==> src/rtl/alu_cmd_seq.sv <==
`default_nettype none
// ============================================================================
//  Module   : alu_cmd_seq
//  Purpose  : Command sequencer in front of a registered ALU. Accepts
//             commands on a valid/ready stream, drives the ALU operand and
//             opcode inputs across the ALU's register latency (including
//             multi-cycle single-bit shift sequences), intercepts
//             divide-by-zero, and returns the captured result on a
//             valid/ready response stream.
//  Ports    :
//     CLK, RST                      clock, synchronous active-high reset
//     cmd_valid/cmd_ready           command handshake
//     cmd_fun, cmd_a, cmd_b, cmd_cnt command opcode, operands, shift count
//     ALU_A, ALU_B, ALU_FUN         drive to the ALU instance
//     ALU_OUT, *_Flag               registered ALU result and class flags
//     rsp_valid/rsp_ready           response handshake
//     rsp_data, rsp_flags, rsp_err  captured result, {A,L,C,S} flags, div0
//  Revision : 1.0  initial release
// ============================================================================
module alu_cmd_seq #(
   parameter int n  = 16,
   parameter int CW = 5
) (
   input  logic            CLK,
   input  logic            RST,
   input  logic            cmd_valid,
   output logic            cmd_ready,
   input  logic [3:0]      cmd_fun,
   input  logic [n:0]      cmd_a,
   input  logic [n:0]      cmd_b,
   input  logic [CW-1:0]   cmd_cnt,
   output logic [n:0]      ALU_A,
   output logic [n:0]      ALU_B,
   output logic [3:0]      ALU_FUN,
   input  logic [n+1:0]    ALU_OUT,
   input  logic            Arith_Flag,
   input  logic            Logic_Flag,
   input  logic            CMP_Flag,
   input  logic            Shift_Flag,
   output logic            rsp_valid,
   input  logic            rsp_ready,
   output logic [n+1:0]    rsp_data,
   output logic [3:0]      rsp_flags,
   output logic            rsp_err
);

   typedef enum logic [2:0] {
      S_IDLE  = 3'd0,
      S_ISSUE = 3'd1,
      S_SHIFT = 3'd2,
      S_CAPT  = 3'd3,
      S_RESP  = 3'd4
   } state_t;

   localparam logic [3:0]    c_FUN_ADD  = 4'd0;
   localparam logic [3:0]    c_FUN_DIV  = 4'd3;
   localparam logic [3:0]    c_FUN_SHR  = 4'd13;
   localparam logic [3:0]    c_FUN_SHL  = 4'd14;
   localparam logic [3:0]    c_FUN_NOP  = 4'd15;
   localparam logic [CW-1:0] c_CNT_ONE  = {{(CW-1){1'b0}}, 1'b1};

   state_t          r_state;
   state_t          w_state_nxt;

   logic [3:0]      r_fun;
   logic [n:0]      r_a;
   logic [n:0]      r_b;
   logic [CW-1:0]   r_cnt;

   logic [n+1:0]    r_rsp_data;
   logic [3:0]      r_rsp_flags;
   logic            r_rsp_err;
   logic            r_rsp_valid;

   logic            w_accept;
   logic            w_div0;
   logic            w_is_shift;

   assign cmd_ready  = (r_state == S_IDLE) & ~RST;
   assign w_accept   = cmd_valid & cmd_ready;
   assign w_div0     = (cmd_fun == c_FUN_DIV) && (cmd_b == '0);
   assign w_is_shift = (r_fun == c_FUN_SHR) || (r_fun == c_FUN_SHL);

   assign rsp_valid  = r_rsp_valid;
   assign rsp_data   = r_rsp_data;
   assign rsp_flags  = r_rsp_flags;
   assign rsp_err    = r_rsp_err;

   // ------------------------------------------------------------------
   // State register
   // ------------------------------------------------------------------
   always_ff @(posedge CLK) begin
      if (RST) begin
         r_state <= S_IDLE;
      end else begin
         r_state <= w_state_nxt;
      end
   end

   // ------------------------------------------------------------------
   // Next state and ALU drive. Outside ISSUE/SHIFT/CAPT the ALU sees the
   // NOP opcode with zero operands, which parks its output at zero.
   // ------------------------------------------------------------------
   always_comb begin
      w_state_nxt = r_state;
      ALU_FUN     = c_FUN_NOP;
      ALU_A       = '0;
      ALU_B       = '0;
      case (r_state)
         S_IDLE: begin
            if (w_accept) begin
               // Divide-by-zero never touches the ALU.
               w_state_nxt = w_div0 ? S_RESP : S_ISSUE;
            end
         end
         S_ISSUE: begin
            ALU_A = r_a;
            if (w_is_shift) begin
               // Load A into the ALU result register (A + 0) so the
               // following single-bit shift steps act on it.
               ALU_FUN     = c_FUN_ADD;
               w_state_nxt = (r_cnt != '0) ? S_SHIFT : S_CAPT;
            end else begin
               ALU_FUN     = r_fun;
               ALU_B       = r_b;
               w_state_nxt = S_CAPT;
            end
         end
         S_SHIFT: begin
            ALU_FUN = r_fun;
            ALU_A   = r_a;
            if (r_cnt == c_CNT_ONE) begin
               w_state_nxt = S_CAPT;
            end
         end
         S_CAPT: begin
            // Opcode is still driven so the class flags reflect it at the
            // capture edge; the ALU result update at that edge is dropped.
            ALU_FUN     = r_fun;
            ALU_A       = r_a;
            ALU_B       = w_is_shift ? '0 : r_b;
            w_state_nxt = S_RESP;
         end
         S_RESP: begin
            if (r_rsp_valid && rsp_ready) begin
               w_state_nxt = S_IDLE;
            end
         end
         default: begin
            w_state_nxt = S_IDLE;
         end
      endcase
   end

   // ------------------------------------------------------------------
   // Command latch, shift counter and response registers
   // ------------------------------------------------------------------
   always_ff @(posedge CLK) begin
      if (RST) begin
         r_fun       <= '0;
         r_a         <= '0;
         r_b         <= '0;
         r_cnt       <= '0;
         r_rsp_data  <= '0;
         r_rsp_flags <= '0;
         r_rsp_err   <= 1'b0;
         r_rsp_valid <= 1'b0;
      end else begin
         if (w_accept) begin
            r_fun <= cmd_fun;
            r_a   <= cmd_a;
            r_b   <= cmd_b;
            r_cnt <= cmd_cnt;
            if (w_div0) begin
               r_rsp_data  <= '1;
               r_rsp_flags <= 4'b1000;
               r_rsp_err   <= 1'b1;
            end
         end

         if (r_state == S_SHIFT) begin
            r_cnt <= r_cnt - c_CNT_ONE;
         end

         if (r_state == S_CAPT) begin
            r_rsp_data  <= ALU_OUT;
            r_rsp_flags <= {Arith_Flag, Logic_Flag, CMP_Flag, Shift_Flag};
            r_rsp_err   <= 1'b0;
            r_rsp_valid <= 1'b1;
         end

         if (r_state == S_RESP) begin
            // Entering RESP from the divide-by-zero path arrives with
            // valid low; raise it one edge later. Otherwise wait for the
            // consumer.
            if (!r_rsp_valid) begin
               r_rsp_valid <= 1'b1;
            end else if (rsp_ready) begin
               r_rsp_valid <= 1'b0;
            end
         end
      end
   end

endmodule
`default_nettype wire

==> config.mk <==
export PLATFORM = sky130hd
export DESIGN_NAME = alu_cmd_seq
export DESIGN_NICKNAME = d
export VERILOG_FILES = /design/src/rtl/alu_cmd_seq.sv
export SDC_FILE = /design/constraint.sdc
export NUM_CORES = 1
export LEC_CHECK = 0
export ABC_AREA = 1
export ABC_CLOCK_PERIOD_IN_PS = 1950
export BUFFER_PORTS_ARGS = -buffer_cell sky130_fd_sc_hd__buf_4
export CORE_UTILIZATION = 32
export CTS_CLUSTER_SIZE = 24
export DETAILED_ROUTE_END_ITERATION = 8
export PLACE_DENSITY_LB_ADDON = 0.15
export REMOVE_ABC_BUFFERS = 1
export SYNTH_ARGS = -nofsm -noshare
export SYNTH_HDL_FRONTEND = slang
export SYNTH_SLANG_ARGS = --single-unit
==> constraint.sdc <==
create_clock -name CLK -period 1.95 [get_ports CLK]
set_clock_uncertainty 0.05 [all_clocks]
set_input_delay 0.0975 -clock CLK [delete_from_list [all_inputs] [get_ports CLK]]
set_output_delay 0.0975 -clock CLK [all_outputs]
set_load 0.02 [all_outputs]
* Word level (Yosys, flattened, before mapping)
Index checks and enable logic that the tools add are counted. W data, S select, Z words.
Operators by class: shift-type cells 0, mux-type cells 24, divide/modulo/power cells 0, equal/unequal tests 11, reductions and logical operators 16, multiply operators 0, order comparisons 0, add/subtract/negate cells 1, bitwise gates (word level) 3
Operator list (count):
- $mux W18 | 3
- $mux W17 | 3
- $logic_not A17 Y1 | 1
- $mux W4 | 4
- $pmux W3 S5 | 1
- $mux W3 | 4
- $mux W5 | 2
- $eq A4 B4 Y1 const B | 2
- $pmux W4 S2 | 1
- $eq A3 B2 Y1 const B | 2
- $mux W1 | 6
- $ne A2 B2 Y1 const B | 3
- $reduce_bool A2 Y1 | 3
- $reduce_or A2 Y1 | 3
- $eq A5 B1 Y1 const B | 1
- $reduce_bool A5 Y1 | 1
- $sub A5 B1 Y5 const B | 1
- $eq A4 B2 Y1 const B | 1
- $reduce_and A2 Y1 | 2
- $eq A3 B1 Y1 const B | 1
- $eq A3 B3 Y1 const B | 1
- $logic_not A3 Y1 | 1
- $reduce_and A3 Y1 | 1
- $reduce_or A3 Y1 | 1
- other kinds (4) | 6
Storage, ports and cells: bits in latches 0, memories 0, register bits after elaboration 70, ROM bits 0, output and inout bits 63, input bits 69, bits in writable memories 0

* Logic depth before layout (Yosys ltp)
word-level depth 5, mapped depth 12, mapped depth without buffers 10

* Worst setup path before layout
Ideal clock, no wire load.
path type register to output, from register r_state[2], to output ALU_FUN[0], data arrival time 1262 ps, data required time 1803 ps, buffers on the path 0, cell stages (with the launch flop) 6, setup slack 541 ps, path through dfxtp_1 -> inv_2 -> nand2_2 -> nor2_1 -> a22oi_1 -> o21ai_0
On the way: word-level cells in the longest chain between the ends 3, elaborated cells on any way between the ends 5
RTL lines:
- start: declaration | RTL line 62 | state_t r_state;
- start signal: assignment | RTL line 96 | r_state <= w_state_nxt;
- $eq A3 B2 Y1 | RTL line 109 | case (r_state)
- $reduce_or A2 Y1 (no source line)
- $pmux W4 S2 * | RTL line 109
- end: declaration | RTL line 34 | output logic [3:0] ALU_FUN,
Every way passes the cells marked *; elsewhere a longest branch is shown, timed or not.

* Worst setup path in the final report
from register r_state[2], to output ALU_FUN[1]
Same word-level chain as after synthesis.

==> impl_metrics.tcl <==
set metrics [dict create \
    power_density_nw_per_um2 1030 \
    fin_hold_ws_ps 12.4 \
    relSlewSlack 0.684 \
    endpoint_kind "output pin" \
    drive_gt1_frac 0.300 \
    cts_root_buf "clkbuf_8" \
    pin_count 132 \
    period_needed_ps 1830 \
    grt_pass1_wl_mm 13.7 \
    ff2ff_path_depth 7 \
    core_area_um2 9770 \
    hp-class "input pin to flop" \
    drt-initial-drc-count 86 \
    clk_pin_slew_ps 70 \
    die_y_um 103 \
    initial_core_util 0.331 \
    die_w_um 103 \
    ir_worst_vdd_mv 0.592 \
    nets 691 \
    synth.yosys.seq_area_share 0.433 \
    dp_hpwl_mm 5.91 \
    startpoint_type "flop" \
    timing.rr.start "r_state[1]" \
    startpoint "r_state[2]" \
    cts_buffer_depth 2 \
    crit_fanout 5 \
    vias_per_cell 4.39 \
    overflow 0 \
    tightest_slew_ps 472 \
    cts_sinks 70 \
    num_vias 3320 \
    synth.yosys.warnings 0 \
    p_leak_nw 2.45 \
    htree_levels 3 \
    ys_types 30 \
    grt_pass1_vias 3022 \
    fmax_mhz 545 \
    rsz0062_at_grt "true" \
    setup_viol 0 \
    numCtsBuffers 9 \
    fin_ws_ps 116 \
    wirelength_mm 8.62 \
    cts_tree "yes" \
    wl_per_cell_um 11.4 \
    cp.required_ps 1800 \
    drc 0 \
    place_congestion 0.835 \
    worstPathArrival_ps 1690 \
    rr_endpoint "r_a[15]" \
    max_cap_viol_count 0 \
    n_fill_cell 990 \
    cts_setup_buffers 0 \
    antenna_found_initial 0 \
    r2r_slack_ps 360 \
    regArea_um2 1400 \
    criticalPathCategory "flop to output pin" \
    area_delta_synth_final_pct 50.6 \
    finalCritPeriodShare 0.941 \
    crit_end "ALU_FUN[1]" \
    synth_area_um2 3240 \
    synth_seq_cells 70 \
    firstDrtPassIters 4 \
    place_ws_ps 321 \
    slew_violations 0 \
    syn_inst 457 \
    hold_violations 0 \
    grt_max_degree 44 \
    clock_latency_ps 340 \
    fp-row-count 36 \
    grt_usage 0.165 \
    status "finished, final reports clean" \
    dieArea_um2 10500 \
    portBuffers 131 \
    ant_nets 0 \
    multiInputGateArea_um2 1390 \
    syn_area_per_cell_um2 7.09 \
    num_antenna_cells 0 \
]
## per-stage QoR
stage          instances  TNS (ps)  power [W]  utilization  cell area (um2)
2_1_floorplan        434         0    0.00300            -             3090
3_3_place_gp         704         0    0.00370        0.438             4280
3_5_place_dp         704         0    0.00373        0.438             4280
4_1_cts              757         0    0.00512        0.499             4880
5_1_grt              757     -59.3    0.00542        0.499             4880
6_report             757         0    0.00504        0.499             4880
## critical path, cell delays in order, from the launching register on
cell,delay (ps)
dfxtp_1,340
inv_2,120
nand2_2,110
nor2_1,190
a22oi_1,150
o21ai_0,250
buf_4,190
## registers in the layout, indices dropped and copies added (netlist names)
name       flops
r_state        3
r_b           17
rsp_valid      1
r_a           17
r_cnt          5
rsp_flags      4
r_fun          4
rsp_err        1
rsp_data      18
## cells in the mapped netlist, drive strengths merged
library cell  count  area, um2
nor2             81        329
inv              76        290
dfxtp            70       1400
o21ai            68        378
nand2            65        256
nand3            32        173
a21oi            30        150
buf              14        119
clkbuf            9       33.8
ha                3       37.5
a31oi             2       12.5
nand4             2       27.5
a22oi             1       7.51
clkinv            1       3.75
nor3              1       5.00
or2               1       6.26
xor2              1       8.76
## metal layers
layer | routed length (um) | share of wire | GRT usage
met1 | 3860 | 0.45 | 0.202
met2 | 4020 | 0.47 | 0.273
met3 | 614 | 0.071 | 0.0563
met4 | 128 | 0.015 | 0.0516
met5 | 0 | 0 | 0
## worst min-delay path by stage
stage          startpoint  endpoint  slack (ps)  cells past startpoint
2_1_floorplan         RST  r_cnt[1]         120                      1
6_report         cmd_a[0]    r_a[0]          10                      3
4_1_cts          cmd_a[0]    r_a[0]         0.5                      3
3_3_place_gp    cmd_b[16]   r_b[16]         260                      3
5_1_grt          cmd_a[0]    r_a[0]          20                      3
3_5_place_dp     cmd_b[8]    r_b[8]         260                      3
## logic make-up after synthesis
group           share of synthesized area
flops                               0.433
compound gates                      0.169
buf+inv                             0.138
fa+ha+maj                          0.0116
simple gates                        0.246
xor+xnor                          0.00270
## what timing repair did
item	CTS	global route
pin swaps	0	0
hold endpoints to repair	37	0
endpoints found under the setup margin	17	3
hold buffers	37	0
gates resized for setup	1	0
## layout by cell type (no fill, tap or decap), drive strengths merged, types with 2 or more instances in the layout
master       count
a21oi           30
a31oi            2
buf            137
bufinv           2
clkbuf          11
clkinvlp         3
dfxtp           70
dlygate4sd3     37
ha               3
inv             76
nand2           65
nand3           32
nand4            2
nor2            81
o21ai           68
## area by class of cell
| type | count | share of cell area |
|---|---|---|
| sequential | 70 | 0.287 |
| multi-input combinational | 287 | 0.285 |
| tap | 133 | 0.0341 |
| inverter | 77 | 0.0605 |
| timing repair buffer | 174 | 0.287 |
| clock inverter | 5 | 0.0169 |
| clock buffer | 11 | 0.0290 |
## power breakdown
part           internal (W)  switching (W)  total [W]
registers           0.00168       0.000141    0.00183
logic              0.000736        0.00118    0.00192
clock network      0.000755       0.000541    0.00130
total               0.00318        0.00186    0.00504
No activity file was read; power rests on OpenSTA's default activity.
